File: config.mk
export PLATFORM = sky130hd
export DESIGN_NAME = fmap_writer
export DESIGN_NICKNAME = d
export VERILOG_FILES = /design/src/rtl/fmap_pkg.sv /design/src/rtl/fmap_writer.sv
export SDC_FILE = /design/constraint.sdc
export NUM_CORES = 1
export LEC_CHECK = 0
export ABC_AREA = 1
export BUFFER_PORTS_ARGS = -buffer_cell sky130_fd_sc_hd__buf_2
export CORE_UTILIZATION = 51
export CTS_CLUSTER_DIAMETER = 40
export DETAILED_ROUTE_END_ITERATION = 8
export GPL_TIMING_DRIVEN = 0
export MAX_ROUTING_LAYER = met4
export PLACE_DENSITY_LB_ADDON = 0.08
export SLEW_MARGIN = 25
export SYNTH_ARGS = -nofsm -noshare
export SYNTH_HDL_FRONTEND = slang
export SYNTH_SLANG_ARGS = --single-unit
File: constraint.sdc
create_clock -name clk -period 5.1 [get_ports clk]
set_input_delay 0.51 -clock clk [delete_from_list [all_inputs] [get_ports clk]]
set_output_delay 0.51 -clock clk [all_outputs]
set_load 0.05 [all_outputs]
File: src/rtl/fmap_pkg.sv
// ---------------------------------------------------------------------------
// fmap_pkg
// Shared definitions for the feature-map writer.
//   state_e     : controller states (IDLE, WRITE, DONE)
//   WORD_WIDTH  : width of one feature-map element and of the memory data bus
// ---------------------------------------------------------------------------
package fmap_pkg;

   localparam int WORD_WIDTH = 32;

   typedef enum logic [1:0] {
      IDLE  = 2'd0,
      WRITE = 2'd1,
      DONE  = 2'd2
   } state_e;

endpackage

File: src/rtl/fmap_writer.sv
// ---------------------------------------------------------------------------
// fmap_writer
// Captures a packed square feature map plus a base address, then streams the
// elements one per accepted write into a memory port at base+index.
//
// Parameters
//   map_width   side length of the square map (map_width*map_width elements)
//   addr_width  width of the write address (addresses wrap silently)
//
// Ports
//   clk        in   rising-edge clock
//   reset      in   synchronous, active-low reset
//   in_map     in   packed signed map, element i at [32*i+31:32*i]
//   in_valid   in   capture request, honoured only while in_ready is high
//   base_addr  in   address that element 0 is written to
//   in_ready   out  high only while idle
//   wr_en      out  write request
//   wr_addr    out  write address
//   wr_data    out  write data (signed)
//   wr_ready   in   memory accepts the write when wr_en && wr_ready
//   done       out  one-cycle pulse after the last write is accepted
//
// Build option
//   FMAP_WRITER_RELU_EN  when defined, negative elements are written as 0.
// ---------------------------------------------------------------------------
module fmap_writer
   import fmap_pkg::*;
#(
   parameter int map_width  = 3,
   parameter int addr_width = 8
) (
   input  logic                                         clk,
   input  logic                                         reset,
   input  logic [map_width*map_width*WORD_WIDTH-1:0]    in_map,
   input  logic                                         in_valid,
   input  logic [addr_width-1:0]                        base_addr,
   output logic                                         in_ready,
   output logic                                         wr_en,
   output logic [addr_width-1:0]                        wr_addr,
   output logic signed [WORD_WIDTH-1:0]                 wr_data,
   input  logic                                         wr_ready,
   output logic                                         done
);

   localparam int NUM_ELEMS = map_width * map_width;
   localparam int IDX_W     = (NUM_ELEMS > 1) ? $clog2(NUM_ELEMS) : 1;
   localparam logic [IDX_W-1:0] LAST_IDX = IDX_W'(NUM_ELEMS - 1);

   state_e                             state_q, state_d;
   logic [NUM_ELEMS*WORD_WIDTH-1:0]    map_q, map_d;
   logic [addr_width-1:0]              baseAddr_q, baseAddr_d;
   logic [IDX_W-1:0]                   idx_q, idx_d;
   logic [addr_width-1:0]              wrAddr_q, wrAddr_d;
   logic [WORD_WIDTH-1:0]              wrData_q, wrData_d;

   logic accept;
   logic lastAccept;

   // Optional ReLU applied to every element on its way into the data register.
   function automatic logic [WORD_WIDTH-1:0] shapeElem(input logic [WORD_WIDTH-1:0] e);
`ifdef FMAP_WRITER_RELU_EN
      return e[WORD_WIDTH-1] ? '0 : e;
`else
      return e;
`endif
   endfunction

   assign accept     = (state_q == WRITE) && wr_ready;
   assign lastAccept = accept && (idx_q == LAST_IDX);

   // State register: reset always lands in IDLE, aborting any sequence in flight.
   always_ff @(posedge clk) begin
      if (!reset) begin
         state_q <= IDLE;
      end else begin
         state_q <= state_d;
      end
   end

   // Next-state logic: a capture only happens from IDLE, so in_valid seen in
   // WRITE or DONE is simply dropped rather than queued.
   always_comb begin
      state_d = state_q;
      case (state_q)
         IDLE:    if (in_valid)   state_d = WRITE;
         WRITE:   if (lastAccept) state_d = DONE;
         DONE:    state_d = IDLE;
         default: state_d = IDLE;
      endcase
   end

   // Output decode: handshake signals depend on the state register only.
   always_comb begin
      in_ready = 1'b0;
      wr_en    = 1'b0;
      done     = 1'b0;
      case (state_q)
         IDLE:    in_ready = 1'b1;
         WRITE:   wr_en    = 1'b1;
         DONE:    done     = 1'b1;
         default: in_ready = 1'b0;
      endcase
   end

   // Datapath next-state: on capture the first address/element are loaded
   // straight from the inputs so wr_en can rise the very next cycle. On each
   // accepted, non-final write the index advances and the next address/element
   // are preloaded; a stalled write leaves everything untouched so the bus
   // holds stable.
   always_comb begin
      map_d      = map_q;
      baseAddr_d = baseAddr_q;
      idx_d      = idx_q;
      wrAddr_d   = wrAddr_q;
      wrData_d   = wrData_q;
      case (state_q)
         IDLE: begin
            if (in_valid) begin
               map_d      = in_map;
               baseAddr_d = base_addr;
               idx_d      = '0;
               wrAddr_d   = base_addr;
               wrData_d   = shapeElem(in_map[WORD_WIDTH-1:0]);
            end
         end
         WRITE: begin
            if (accept && !lastAccept) begin
               idx_d    = idx_q + 1'b1;
               wrAddr_d = baseAddr_q + addr_width'(idx_d);
               wrData_d = shapeElem(map_q[int'(idx_d)*WORD_WIDTH +: WORD_WIDTH]);
            end
         end
         default: begin
            idx_d = idx_q;
         end
      endcase
   end

   // Datapath registers: reset clears the bus outputs so nothing stale is
   // presented after an abort.
   always_ff @(posedge clk) begin
      if (!reset) begin
         map_q      <= '0;
         baseAddr_q <= '0;
         idx_q      <= '0;
         wrAddr_q   <= '0;
         wrData_q   <= '0;
      end else begin
         map_q      <= map_d;
         baseAddr_q <= baseAddr_d;
         idx_q      <= idx_d;
         wrAddr_q   <= wrAddr_d;
         wrData_q   <= wrData_d;
      end
   end

   assign wr_addr = wrAddr_q;
   assign wr_data = wrData_q;

endmodule

== After elaboration in Yosys (flattened, before gate mapping) ==
Cells that the tools add are included.

* Bits in registers: 342
* Output and inout port bits: 43
* Logic and storage cells: 39

* Add/sub/neg operators: 2
* Equality and inequality tests: 6
* Shifts and indexed selects: 1
* Multiplexer cells: 15
* Reductions and logical operators: 9

{| class="wikitable"
|+ Operators with widths
! cell !! number
|-
| $shiftx A288 B10 Y32 || 1
|-
| $mux W32 || 2
|-
| $pmux W32 S2 || 1
|-
| $mux W8 || 2
|-
| $pmux W8 S2 || 1
|-
| $add A8 B4 Y8 || 1
|-
| $mux W4 || 2
|-
| $pmux W4 S2 || 1
|-
| $add A4 B1 Y4 const B || 1
|-
| $eq A4 B4 Y1 const B || 1
|-
| $mux W2 || 2
|-
| $ne A2 B2 Y1 const B || 2
|-
| $pmux W2 S2 || 1
|-
| $reduce_and A2 Y1 || 2
|-
| $logic_and A1 B1 Y1 || 3
|-
| $mux W1 || 3
|-
| $reduce_and A3 Y1 || 1
|-
| $eq A2 B1 Y1 const B || 1
|-
| $eq A2 B2 Y1 const B || 1
|-
| $logic_not A2 Y1 || 1
|-
| $ne A2 B1 Y1 const B || 1
|-
| $reduce_bool A2 Y1 || 1
|-
| $logic_not A1 Y1 || 1
|}

== Depth between registers and ports, before layout ==
Gate-level depths: netlist of run 1.

* Word-level depth: 7
* Gate-level depth with buffers: 16

== Worst setup path after synthesis of run 1 ==
Ideal clock, no wire load.

* Kind: register to register
* Start point: reg idx_q[0]
* End point: reg wrData_q[9], in the netlist wr_data[9]
* Arrival time: 2.145 ns
* Required time: 5.033 ns
* Path slack: 2.888 ns
* Cell stages (with the launch flop): 14
* Path through: dfxtp_1 inv_1 buf_2 clkbuf_1 ha_1 buf_2 inv_2 clkbuf_1 nand3_1 nand3_2 nand3_1 nand2_1 nand2_1 a21oi_2

* Word-level cells in the longest chain between the ends: 6
* Elaborated cells on any way between the ends: 10
* Those cells by class: 1 x add/sub; 2 x eq/ne; 1 x shift; 2 x mux; 4 x reduce/logical

{| class="wikitable"
|+ Ends and longest elaborated chain
! item !! line !! RTL
|-
| start: declaration || fmap_writer.sv:52 || <nowiki>logic [IDX_W-1:0] idx_q, idx_d;</nowiki>
|-
| start signal: assignment || fmap_writer.sv:151 || <nowiki>idx_q <= idx_d;</nowiki>
|-
| branches (longest 6 deep; another with $add A4 B1 Y4) || -- ||
|-
| end signal: assignment || fmap_writer.sv:153 || <nowiki>wrData_q <= wrData_d;</nowiki>
|-
| end: declaration || fmap_writer.sv:54 || <nowiki>logic [WORD_WIDTH-1:0] wrData_q, wrData_d;</nowiki>
|}

Several ways; the timed one is not identified. The select of a mux whose other input is x is not followed.
A chain may end at the register's enable or synchronous reset.

== Worst setup path in the final report of run 1 ==
Ends and elaborated chain as after synthesis.

==> results of run 1 <==
synth_stat cells (all sizes together):
| cell type | instances |
|---|---|
| nor4 | 1 |
| inv | 272 |
| fa | 1 |
| dfxtp | 342 |
| a31oi | 3 |
| clkbuf | 124 |
| o21ai | 338 |
| nand4 | 3 |
| dlygate4sd1 | 1 |
| buf | 59 |
| xor2 | 1 |
| ha | 6 |
| nand2 | 420 |
| nor2 | 182 |
| or2 | 32 |
| a21oi | 308 |
| xnor2 | 2 |
| nand3 | 232 |
cell usage in the layout (no fill, tap or decap), drive strengths merged, types with 6 or more instances in the layout:
cell type	count
inv	280
clkinv	10
clkbuf	186
buf	400
ha	6
o21ai	338
nand3	232
nor2	182
dfxtp	342
nand2	420
or2	32
a21oi	308
state kept, by name, indices dropped and copies added (netlist names):
| name | cells |
|---|---|
| idx_q | 4 |
| map_q | 288 |
| wr_addr | 8 |
| state_q | 2 |
| wr_data | 32 |
| baseAddr_q | 8 |
cell type report:
type	instances	area [µm²]
diodes	1	2.50
plain buffers	184	856
clock buffers	62	1340
clock inverters	27	314
fillers	2920	10900
inverters	272	1020
multi-input cells	1529	7230
flip-flops and latches	342	6850
well taps	396	495
repair buffers	341	1710
power breakdown:
part	total (W)	internal [W]	switching (W)	leakage, nW
combinational	0.00132	0.000416	0.000903	5.40
sequential	0.00299	0.00291	0.0000869	2.84
clock	0.00343	0.00213	0.00130	0.802
metrics by stage:
stage | setup slack [ps] | cell area, µm²
after floorplan | 2890 | 15900
after global placement | 1420 | 18200
after detailed placement | 1410 | 18200
after CTS | 1370 | 19800
after global routing | 1210 | 19800
final | 1290 | 19800
critical path, stage by stage, from the launching register on:
cell and delay [ps]:
dfxtp_1 360, inv_1 100, buf_2 300, clkbuf_1 560
ha_1 390, buf_2 240, inv_2 280, clkbuf_1 440
nand3_1 190, nand3_1 240, nand3_1 220, nand2_1 170
nand2_1 80, a21oi_2 120
kinds of logic (layout without fill, tap and decap cells):
logic type	after synthesis	after routing	share of synthesized area, %
AOI/OAI and AO/OA	649	649	21.1
xor gates and xnor gates	3	3	0.400
adders and majority gates	7	7	0.596
buffers and inverters	456	886	11.8
DFF	342	342	42.9
other	0	1	0
and+or+nand+nor	870	870	23.2
per-layer routing:
metal	wire, µm	track usage [%]	vias up
met5	0	-	-
met4	2620	15.7	0
met3	4540	5.09	164
met2	26500	58.6	732
li1	-	-	8295
met1	24100	44.0	7936
path summary, 6_finish.rpt:
kind	start	end	slack, ps	cells after the start
worst min register to register	map_q[91]	map_q[91]	450	2
worst max-delay path	idx_q[0]	wr_data[9]	1290	13
worst max register to register	idx_q[0]	wr_data[9]	1290	13
worst min-delay path	in_map[266]	map_q[266]	220	3
==> qor.yml, run 1 <==
status: "finished, final reports clean"
die_x_um: 179
critPathKind: "reg2reg"
ys_seq_area_share_pct: 42.9
fin_crit_ps: 3810
yosys.area.top_type: "dfxtp_1"
post_cts_buffers: 0
syn_inst: 2327
grt_usage_pct: 35.9
finalPower_w: 0.00774
wl_per_cell_um: 18.3
cp.required_ps: 5570
synth_top_area_share_pct: 42.9
vias: 17100
fin_setup_tns_ps: 0
final-instance-count-excl-fill: 3154
clockRootBuffer: "clkbuf_16"
cts-buffers-inserted: 49
final_hold_viol_count: 0
holdWs_ps: 217
drc: 0
drive_gt1_share_pct: 20.2
rsz0062_at_grt: "no"
cts.sinks: 342
finalSetupViolations: 0
postLayoutCoreUtil_pct: 64.6
grt_pass1_vias: 15700
tightest_slew_ps: 831
synthTopCellsByArea: "dfxtp_1, o21ai_0, nand2_1"
clk_pin_slew_ps: 50
grt_max_degree: 13
cp-end-kind: "flip-flop"
finalWirelength_um: 57800
detail_route.iter0.violations: 1358
gp_congestion: 0.983
start_util_pct: 52.0
antenna_found_initial: 0
maxSlewViolCount: 0
die_y_um: 179
htreeDepth: 2
power_density_nw_per_um2: 391
clockBufferDepth: 3
leakagePower_nw: 9.04
drv_cap: 0
maxSlewHeadroom_pct: 44.6
nets: 3026
ir_drop_mv: 0.257
grt_pass1_wl_um: 83300
ant_nets: 0
first_pass_iters: 8
place_inst: 3064
cts_tree: "built"
synth_nets: 2634
hpwl_um: 44600
dieArea_um2: 32000
fmax_mhz: 263
finalClockSkew_ps: 19.9
hp-class: "in2reg"
io_buffers: 341
via_per_inst: 5.43
std_cell_rows: 64
clk_latency_ps: 560
area_growth_pct: 24.2
cts_resized: 0
coreArea_um2: 30700
finalCritPeriodShare_pct: 74.6
overflow: 0
syn_area_um2: 15900
start_kind: "flip-flop"
ys_ff_latch: 342
ctsHoldBuffers: 0
arrival_ps: 4280
ios: 343
syn_avg_cell_area_um2: 6.85
yosys_warnings: 0
yosys.cell_types.count: 31
path_max_fanout: 11
Power figures use the tool's default switching activity.
==> run 2: changes to the inputs <==
--- a/config.mk
+++ b/config.mk
@@ -7,7 +7,7 @@
 export LEC_CHECK = 0
 export ABC_AREA = 1
 export BUFFER_PORTS_ARGS = -buffer_cell sky130_fd_sc_hd__buf_2
-export CORE_UTILIZATION = 51
+export CORE_UTILIZATION = 50
 export CTS_CLUSTER_DIAMETER = 40
 export DETAILED_ROUTE_END_ITERATION = 8
 export GPL_TIMING_DRIVEN = 0
==> constraint.sdc (replaced) <==
create_clock -name clk -period 3.21 [get_ports clk]
set_input_delay 0.321 -clock clk [delete_from_list [all_inputs] [get_ports clk]]
set_output_delay 0.321 -clock clk [all_outputs]
set_load 0.05 [all_outputs]
==> qor.yml, run 2 (synthesized netlist as in run 1, its figures left out) <==
cp-end-kind: "flip-flop"  # unchanged
p_comb_share_pct: 16.5  # was 17.0%
start_kind: "flip-flop"  # unchanged
finalWirelength_um: 57100  # was 57,800 µm
post_cts_buffers: 0  # unchanged
final_hold_viol_count: 0  # unchanged
grt_usage_pct: 35.4  # was 35.9%
ir_drop_mv: 0.393  # was 0.257 mV
fin_crit_ps: 3100  # was 3810 ps
drc: 0  # unchanged
std_cell_rows: 65  # was 64
finalPower_w: 0.0127  # was 0.00774 W
preCtsSetupSlack_ps: -470  # was 1410 ps
power_switching_w: 0.00365  # was 0.00229 W
regMostFlops: "map_q"  # unchanged
detail_route.iter0.violations: 1329  # was 1,358
place_inst: 3070  # was 3,064
drive_gt1_share_pct: 20.4  # was 20.2%
p_sw_share_pct: 28.8  # was 29.6%
gp_congestion: 1.01  # was 0.983
worst_slack_ps: 105  # was 1290 ps
hpwl_um: 43900  # was 44,600 µm
area_growth_pct: 25.2  # was 24.2%
clockBufferDepth: 3  # unchanged
nets: 3025  # was 3,026
seqPwrFrac_pct: 37.5  # was 38.7%
arrival_ps: 3590  # was 4280 ps
wl_per_cell_um: 18.0  # was 18.3 µm
largest_reg_flops: 288  # unchanged
die_y_um: 181  # was 179 µm
hp-class: "in2reg"  # unchanged
finalClockSkew_ps: 18.3  # was 19.9 ps
cpMaxStageDelayCell: "dfxtp_1"  # was clkbuf_1
mostFrequentLayoutCells: "nand2_1, buf_2, dfxtp_1"  # unchanged
dieArea_um2: 32600  # was 32,000 µm²
layout_commonest_cell: "nand2_1"  # unchanged
holdPathStages: 3  # unchanged
grt_max_degree: 21  # was 13
cp_cell_sequence: "inv_1 -> buf_4 -> ha_1 -> buf_2 -> clkbuf_4 -> buf_2 -> nand3_1 -> nand3_1 -> nand3_1 -> nand2_1 -> nand2_1 -> a21oi_2"  # was inv_1 -> buf_2 -> clkbuf_1 -> ha_1 -> buf_2 -> inv_2 -> clkbuf_1 -> nand3_1 -> nand3_1 -> nand3_1 -> nand2_1 -> nand2_1 -> a21oi_2
cts_tree: "built"  # unchanged
crit_path_max_incr_delay_ps: 420  # was 560 ps
maxSlewViolCount: 0  # unchanged
grt_pass1_vias: 15900  # was 15,700
io_buffers: 341  # unchanged
drv_cap: 0  # unchanged
cpMostUsedCell: "nand3_1"  # unchanged
reg2reg_depth: 12  # was 13
finalInstanceArea_um2: 20000  # was 19,800 µm²
clockRootBuffer: "clkbuf_16"  # unchanged
path_max_fanout: 20  # was 11
cp.required_ps: 3690  # was 5570 ps
maxSlewHeadroom_pct: 41.7  # was 44.6%
cts.sinks: 342  # unchanged
clk_pin_slew_ps: 60  # was 50 ps
finalCritPeriodShare_pct: 96.7  # was 74.6%
coreArea_um2: 31500  # was 30,700 µm²
cts-buffers-inserted: 49  # unchanged
ant_nets: 0  # unchanged
clk_latency_ps: 560  # about the same
clockPowerShare_pct: 46.1  # was 44.3%
dpl_cell_area_um2: 18200  # about the same
overflow: 0  # unchanged
num-fill-cells: 2999  # was 2,920
die_x_um: 181  # was 179 µm
first_pass_iters: 5  # was 8
grt_pass1_wl_um: 86000  # was 83,300 µm
via_per_inst: 5.36  # was 5.43
final-instance-count-excl-fill: 3163  # was 3,154
p_int_w: 0.00904  # was 0.00545 W
status: "finished, final reports clean"  # unchanged
htreeDepth: 2  # unchanged
rsz0062_at_grt: "no"  # unchanged
tightest_slew_ps: 875  # was 831 ps
antenna_found_initial: 3  # was 0
leakagePower_nw: 9.10  # was 9.04 nW
vias: 16900  # was 17,100
finalSetupViolations: 0  # unchanged
fmax_mhz: 322  # was 263 MHz
start_util_pct: 50.7  # was 52.0%
power_density_nw_per_um2: 636  # was 391 nW/µm²
critPathKind: "reg2reg"  # unchanged
ios: 343  # unchanged
run 2: worst paths after layout:
check                                 start          to  slack, ps
worst min-delay path            in_map[264]  map_q[264]         20
worst max register to register     idx_q[0]  wr_data[9]        110
worst max-delay path               idx_q[0]  wr_data[9]        110
worst min register to register   map_q[250]  map_q[250]        450
run 2: worst max-delay path: cells and delay by family, from the launching register on:
family                   cells  cell delay [ps]
buffers and inverters        5             1260
AND/OR/NAND/NOR              5              830
flip-flops                   1              420
adder cells (fa/ha/maj)      1              390
AO/OA/AOI/OAI                1              110
run 2: layout make-up:
cell class	count	area, µm²	area share, %
multi-input cells	1529	7230	36.2
flip-flops and latches	342	6850	34.3
repair buffers	341	1710	8.55
clock buffers	62	1370	6.85
inverters	272	1020	5.12
plain buffers	183	860	4.31
well taps	402	503	2.52
clock inverters	29	423	2.12
diodes	3	7.51	0.0376
run 2: power groups by stage:
stage	sequential, W	clock [W]	combinational, W
6_report	0.00476	0.00585	0.00209
3_3_place_gp	0.00483	0	0.00202
5_1_grt	0.00479	0.00607	0.00230
4_1_cts	0.00475	0.00587	0.00207
2_1_floorplan	0.00499	0	0.00116
3_5_place_dp	0.00484	0	0.00205
run 2: what timing repair did:
item	in CTS	in global routing
gates resized for setup	1	5
hold buffers	0	0
setup endpoints to repair	32	6
run 2: layer usage:
layer / part of all wire (%) / track usage, %
met1: 42 / 43.6
met2: 47 / 57.6
met3: 7.8 / 5.76
met4: 3.8 / 14.6
met5: 0 / -
run 2: metrics by stage:
stage                     TNS (ps)  hold slack, ps  utilization, %
after global placement       -6720             438            57.7
final                            0            17.7            63.4
after global routing             0            46.1            63.4
after detailed placement     -7040             443            57.7
after floorplan                  0             429               -
after CTS                        0            16.5            63.4
